### config.mk
export PLATFORM = sky130hd
export DESIGN_NAME = game_collision_scheduler
export DESIGN_NICKNAME = d
export VERILOG_FILES = /design/src/rtl/game_collision_scheduler.sv
export SDC_FILE = /design/constraint.sdc
export NUM_CORES = 1
export LEC_CHECK = 0
export ABC_AREA = 1
export BUFFER_PORTS_ARGS = -buffer_cell sky130_fd_sc_hd__buf_4
export CAP_MARGIN = 20
export CORE_AREA = 5 5 195 197
export DETAILED_ROUTE_END_ITERATION = 10
export DIE_AREA = 0 0 200 202
export PLACE_DENSITY_LB_ADDON = 0.15
export REMOVE_ABC_BUFFERS = 1
export SYNTH_ARGS = -nofsm -noshare
export SYNTH_HDL_FRONTEND = slang
export SYNTH_SLANG_ARGS = --single-unit
### constraint.sdc
create_clock -name clk -period 9.6 [get_ports clk]
set_clock_uncertainty 0.2 [all_clocks]
set_input_delay 2.88 -clock clk [delete_from_list [all_inputs] [get_ports clk]]
set_output_delay 2.88 -clock clk [all_outputs]
set_load 0.01 [all_outputs]
### src/rtl/game_collision_scheduler.sv
// Time-multiplexed collision scheduler: one shared overlap comparator walks every
// target pair (i<j) once per frame, with per-pair hit immunity across frames.
module game_collision_scheduler #(
  parameter int unsigned N_TARGETS       = 4,
  parameter int unsigned W_X             = $clog2(640),
  parameter int unsigned W_Y             = $clog2(480),
  parameter int unsigned IMMUNITY_FRAMES = 3
) (
  input  logic                     clk,
  input  logic                     rst,
  input  logic                     start,
  input  logic [N_TARGETS-1:0]     enable_targets,
  input  logic [N_TARGETS*W_X-1:0] sprite_left,
  input  logic [N_TARGETS*W_X-1:0] sprite_right,
  input  logic [N_TARGETS*W_Y-1:0] sprite_top,
  input  logic [N_TARGETS*W_Y-1:0] sprite_bottom,
  output logic                     busy,
  output logic                     done,
  output logic [N_TARGETS-1:0]     collide_x,
  output logic [N_TARGETS-1:0]     collide_y
);

  localparam int unsigned N_PAIRS = N_TARGETS * (N_TARGETS - 1) / 2;
  localparam int unsigned W_I     = $clog2(N_TARGETS);
  localparam int unsigned W_P     = (N_PAIRS > 1) ? $clog2(N_PAIRS) : 1;
  localparam int unsigned W_C     = $clog2(IMMUNITY_FRAMES + 1);

  localparam logic [W_I-1:0] I_LAST   = W_I'(N_TARGETS - 2);
  localparam logic [W_I-1:0] J_LAST   = W_I'(N_TARGETS - 1);
  localparam logic [W_C-1:0] CNT_LOAD = W_C'(IMMUNITY_FRAMES);

  typedef enum logic [1:0] {IDLE, SCAN, DONE} state_t;

  state_t state, state_next;

  // Frame snapshot
  logic [N_TARGETS-1:0] en_s;
  logic [W_X-1:0]       left_s   [N_TARGETS];
  logic [W_X-1:0]       right_s  [N_TARGETS];
  logic [W_Y-1:0]       top_s    [N_TARGETS];
  logic [W_Y-1:0]       bottom_s [N_TARGETS];

  logic [N_TARGETS-1:0] acc;
  logic [W_C-1:0]       cnt [N_PAIRS];
  logic [W_I-1:0]       pi, pj;
  logic [W_P-1:0]       pidx;

  logic                 snap_c, eval_c, last_pair_c;
  logic                 x_ovl_c, y_ovl_c, immune_c, hit_c;
  logic [N_TARGETS-1:0] acc_hit_c;

  // State register
  always_ff @(posedge clk or posedge rst) begin
    if (rst) state <= IDLE;
    else     state <= state_next;
  end

  // Next state and per-cycle control strobes
  always_comb begin
    state_next = state;
    snap_c     = 1'b0;
    eval_c     = 1'b0;
    unique case (state)
      IDLE: begin
        if (start) begin
          snap_c     = 1'b1;
          state_next = SCAN;
        end
      end
      SCAN: begin
        eval_c = 1'b1;
        if (last_pair_c) state_next = DONE;
      end
      DONE:    state_next = IDLE;
      default: state_next = IDLE;
    endcase
  end

  // Shared comparator on the current pair; strict compares so shared edges miss
  always_comb begin
    last_pair_c = (pi == I_LAST) && (pj == J_LAST);
    x_ovl_c     = (left_s[pi] < right_s[pj]) && (right_s[pi] > left_s[pj]);
    y_ovl_c     = (top_s[pi] < bottom_s[pj]) && (bottom_s[pi] > top_s[pj]);
    immune_c    = (cnt[pidx] != '0);
    hit_c       = eval_c && !immune_c && en_s[pi] && en_s[pj] && x_ovl_c && y_ovl_c;
    acc_hit_c   = acc;
    if (hit_c) begin
      acc_hit_c[pi] = 1'b1;
      acc_hit_c[pj] = 1'b1;
    end
  end

  // Snapshot, pair walk, immunity counters and registered outputs
  always_ff @(posedge clk or posedge rst) begin
    if (rst) begin
      busy      <= 1'b0;
      done      <= 1'b0;
      collide_x <= '0;
      collide_y <= '0;
      acc       <= '0;
      en_s      <= '0;
      pi        <= '0;
      pj        <= '0;
      pidx      <= '0;
      for (int k = 0; k < int'(N_TARGETS); k++) begin
        left_s[k]   <= '0;
        right_s[k]  <= '0;
        top_s[k]    <= '0;
        bottom_s[k] <= '0;
      end
      for (int p = 0; p < int'(N_PAIRS); p++) cnt[p] <= '0;
    end else begin
      busy <= (state_next != IDLE);
      done <= (state_next == DONE);

      if (snap_c) begin
        en_s <= enable_targets;
        for (int k = 0; k < int'(N_TARGETS); k++) begin
          left_s[k]   <= sprite_left[k*W_X +: W_X];
          right_s[k]  <= sprite_right[k*W_X +: W_X];
          top_s[k]    <= sprite_top[k*W_Y +: W_Y];
          bottom_s[k] <= sprite_bottom[k*W_Y +: W_Y];
        end
        acc  <= '0;
        pi   <= '0;
        pj   <= W_I'(1);
        pidx <= '0;
      end

      if (eval_c) begin
        acc <= acc_hit_c;
        // Immune pairs count down on every visit, enabled or not
        if (immune_c)   cnt[pidx] <= cnt[pidx] - W_C'(1);
        else if (hit_c) cnt[pidx] <= CNT_LOAD;
        pidx <= pidx + W_P'(1);
        if (pj == J_LAST) begin
          pi <= pi + W_I'(1);
          pj <= pi + W_I'(2);
        end else begin
          pj <= pj + W_I'(1);
        end
        if (last_pair_c) begin
          collide_x <= acc_hit_c;
          collide_y <= acc_hit_c;
        end
      end
    end
  end

endmodule

# Word level (Yosys, flattened, before mapping)
# Cells that the tools add are included.
totals:
  register_bits: 187
classes:
  add_sub_neg: 5
  n_lt_le_gt_ge: 12
  n_eq_ne: 4
  n_mux: 57
  bitwise_logic: 6
  reduce_logical: 19
op_table:
  columns: ["cell", "n"]
  rows:
  - ["$bmux W10 S2", 4]
  - ["$mux W10", 8]
  - ["$bmux W9 S2", 4]
  - ["$mux W9", 8]
  - ["$mux W12", 2]
  - ["$mux W2", 11]
  - ["$bwmux W12", 1]
  - ["$mux W4", 3]
  - ["$or A12 B12 Y12", 1]
  - ["$logic_and A1 B1 Y1", 11]
  - ["$gt A10 B10 Y1", 1]
  - ["$lt A10 B10 Y1", 1]
  - ["$gt A9 B9 Y1", 1]
  - ["$lt A9 B9 Y1", 1]
  - ["$or A4 B4 Y4", 2]
  - ["$reduce_bool A2 Y1", 4]
  - ["$mux W1", 7]
  - ["$bmux W2 S3", 1]
  - ["$demux W2 S3", 1]
  - ["$eq A2 B2 Y1 const B", 3]
  - ["$ge A3 B3 Y1 const B", 2]
  - ["$lt A2 B3 Y1 const B", 2]
  - ["$mux W3", 2]
  - ["$not A2 Y3", 2]
  - ["15 further kinds", 20]

# Longest topological paths before layout
logic_depth:
  ltp_word: 13
  ltp_mapped: 21
  depth_no_buf: 20

# Least setup slack after synthesis
# OpenSTA, ideal clock, no wires.
synth_timing:
  kind: "input to register"
  from: "input start"
  to: "register right_s[20] in the netlist's numbering"
  setup_time_ns: 0.133
  arrival_ns: 3.871
  required_ns: 9.267
  setup_slack_ns: 5.397
  cell_stages: 5
  n_path_buf: 3
  path_cell_list: "nand3_1 -> clkbuf_1 -> buf_2 -> buf_1 -> a21oi_1"
synth_between:
  elab_chain_cells: 2
synth_lines:
  columns: ["item", "line", "text"]
  rows:
  - ["start, declared", "11", "input logic start,"]
  - ["$mux W1", "65", "if (start) begin"]
  - ["$mux W1", "63", "unique case (state)"]
  - ["end signal, assigned by index", "120", "right_s[k] <= sprite_right[k*W_X +: W_X];"]
  - ["end, declared", "39", "logic [W_X-1:0] right_s [N_TARGETS];"]
# Every way passes these cells.
# A chain may end at the register's enable or synchronous reset.

# Worst setup path in the final report
layout_timing:
  from: "input start"
  to: "register left_s[19] in the netlist's numbering"
layout_between:
  elab_chain_cells: 2
layout_lines:
  columns: ["item", "line", "text"]
  rows:
  - ["$mux W1", "65", null]
  - ["$mux W1", "63", null]
  - ["end signal, assigned by index", "119", "left_s[k] <= sprite_left[k*W_X +: W_X];"]
  - ["end, declared", "38", "logic [W_X-1:0] left_s [N_TARGETS];"]
# Every way passes these cells.

==> flow_summary.toml <==
[yosys]
synth_mux_area_share_pct = 13.05
yosys_most_used_dff = "dfrtp_1"
netlist_area_um2 = 10610
ys_ff_latch = 187
synth_seq_area_share_pct = 44.09
yosysTopAreaCellShare_pct = 44.09
async_flop_share_pct = 100.0
ys_warn_count = 0
synth_cell_types = 33
synthXorXnorAreaFrac_pct = 0.08252
synth-edff-count = 0
synth_compound_area_share_pct = 14.88
synthAdderAreaFrac_pct = 5.423
synth.most_common_cell = "nand2_1"
synth.area.top_cells = "dfrtp_1 44%, mux2_2 13%, nand2_1 7.4%"
yosysTopAreaCell = "dfrtp_1"
yosys.area_share.simple_pct = 16.73
synthCells = 1238
synth_top_family_by_area = "simple AND/OR/NAND/NOR gates"
synth.avg_cell_area_um2 = 8.573
synth_commonest_cells = "210 x nand2_1, 187 x dfrtp_1, 185 x nor2_1"

[min_path]
min_to = "acc[0]"
min_path_type = "register to register"
min-delay-start = "acc[0]"
min_path_cells = 2

[global_routing]
grt_antenna_before_repair = 3
gr-usage-all-layers_pct = 16.38
grt_pass1_vias = 9166
overflow = 0
grt_start_max_net_pins = 193
grt_pass1_wl_um = 51720

[sta]
worstMarginPinSlew_ps = 1046
rsz0062_at_grt = "no"
whs_ps = 284.3
finalSetupViolCount = 0
fmax_mhz = 239.3
setup_ws_ps = 5420
slew_headroom_pct = 30.24
tns_ps = 0
min_period_ps = 4180
timing.final.crit_share_pct = 43.54
hold_violations = 0
slew_viol_final = 0

[setup_path]
worstPathRequired_ps = 9730
end_kind = "register"
worstReg2RegEnd = "cnt[5]"
crit_arrival_ps = 4310
critical_path_peak_fanout = 192
reg2reg_depth = 16
startpoint_type = "input pin"
crit_type = "input pin to register"
startpoint = "start"
rrSetupSlack_ps = 5460
reg2reg_from = "pj[0]"

[floorplan]
core_um2 = 36080
start_util_pct = 29.41
fp.dieH_um = 202
rows = 70
die_x_um = 200
die_area_um2 = 40400
io_pins = 169

[power]
vdd_drop_max_uv = 138.6
p_leak_nw = 5.993
powerDensity_nw_per_um2 = 368.9
p_total_w = 0.004742

[drt]
drc = 0
routed-via-count = 8981
drt_iter0_markers = 389
viasPerCell = 4.886
routed_wl_um = 32930
first_pass_iters = 5
avgRoutedWirePerCell_um = 17.92
ant_nets = 0

[placed_design]
port_buffers = 168
dp_worst_setup_slack_ps = 4743
hpwl_um = 21560
gp_congestion = 0.7914

[clock_network]
cts_sinks = 187
hold_buffers = 0
post_cts_buffers = 0
cts_tree = "yes"
cts_htree_levels = 4
cts_buffers = 17
path_clk_slew_ps = 70
clkLatencyLatePin_ps = 450
clk_path_buf_depth = 2
cts_resized = 0
clockRootBuffer = "clkbuf_16"

[run_status]
outcome = "completed"

[finish]
drive_above_1_share_pct = 25.18
nets = 1562
syn_to_final_growth_pct = 21.10
diodes = 0

[job]
drv_cap = 0
-- critical path: stages --
cell and delay, ps:
buf_4 120, nand3_4 80, buf_12 580, mux2_2 420
-- layer usage --
layer,GRT usage (%),vias up,share of wire [%]
li1,-,4433,-
met1,22.72,4271,47
met2,25.66,229,46
met3,3.667,42,5.1
met4,4.682,6,1.7
met5,0,-,0.11
-- sequential cells by signal, indices dropped and copies added (netlist names), 2 cells and up --
signal     flops
left_s        40
en_s           4
acc            4
state          2
right_s       40
top_s         36
pidx           3
collide_y      4
cnt           12
pj             2
pi             2
bottom_s      36
-- kinds of logic after synthesis --
| logic type | after synthesis |
|---|---|
| adders and majority gates | 46 |
| muxes | 123 |
| AOI/OAI and AO/OA | 286 |
| DFF | 187 |
| xor gates and xnor gates | 1 |
| buffers and inverters | 151 |
| and+or+nand+nor | 444 |
-- where the power goes --
group          internal, W  leakage (nW)  switching, W
combinational      0.00101          3.49       0.00148
sequential         0.00117          2.20      0.000313
clock             0.000422         0.303      0.000338
-- cells in the final DEF (no fill, tap or decap), types with 4 or more instances in the layout --
cell type and count:
nand3_1 23, inv_2 4, nand2_1 210, buf_4 179
mux2_2 123, clkbuf_16 17, o22ai_1 37, inv_1 66
o21ai_0 128, ha_1 46, nor3_1 5, a21boi_0 5
o21bai_1 5, nand4_1 14, dfrtp_1 185, a32o_1 11
nor2_1 185, a21oi_1 93
-- how the worst max path moves through the flow --
stage | slack, ps | cells after the start | end
2_1_floorplan | 870 | 2 | bottom_s[10]
3_3_place_gp | 4750 | 3 | top_s[2]
3_5_place_dp | 4740 | 3 | top_s[2]
4_1_cts | 5220 | 3 | top_s[2]
5_1_grt | 5080 | 3 | bottom_s[28]
6_report | 5420 | 4 | left_s[19]
-- cell type report --
| type | count | area [um^2] |
|---|---|---|
| fillers | 3787 | 23230 |
| multi-input cells | 900 | 5336 |
| flip-flops and latches | 187 | 4684 |
| repair buffers | 180 | 1364 |
| well taps | 468 | 585.6 |
| clock buffers | 20 | 446.7 |
| inverters | 71 | 274.0 |
| clock inverters | 12 | 162.7 |
-- through the flow --
| step | utilization [%] | instance area [um^2] | std cells |
|---|---|---|---|
| floorplan | - | 10270 | 1158 |
| global placement | 33.93 | 12240 | 1806 |
| detailed placement | 33.93 | 12240 | 1806 |
| CTS | 35.62 | 12850 | 1838 |
| global route | 35.62 | 12850 | 1838 |
| finish | 35.62 | 12850 | 1838 |
Note: power is estimated with default switching activity, not from simulation.
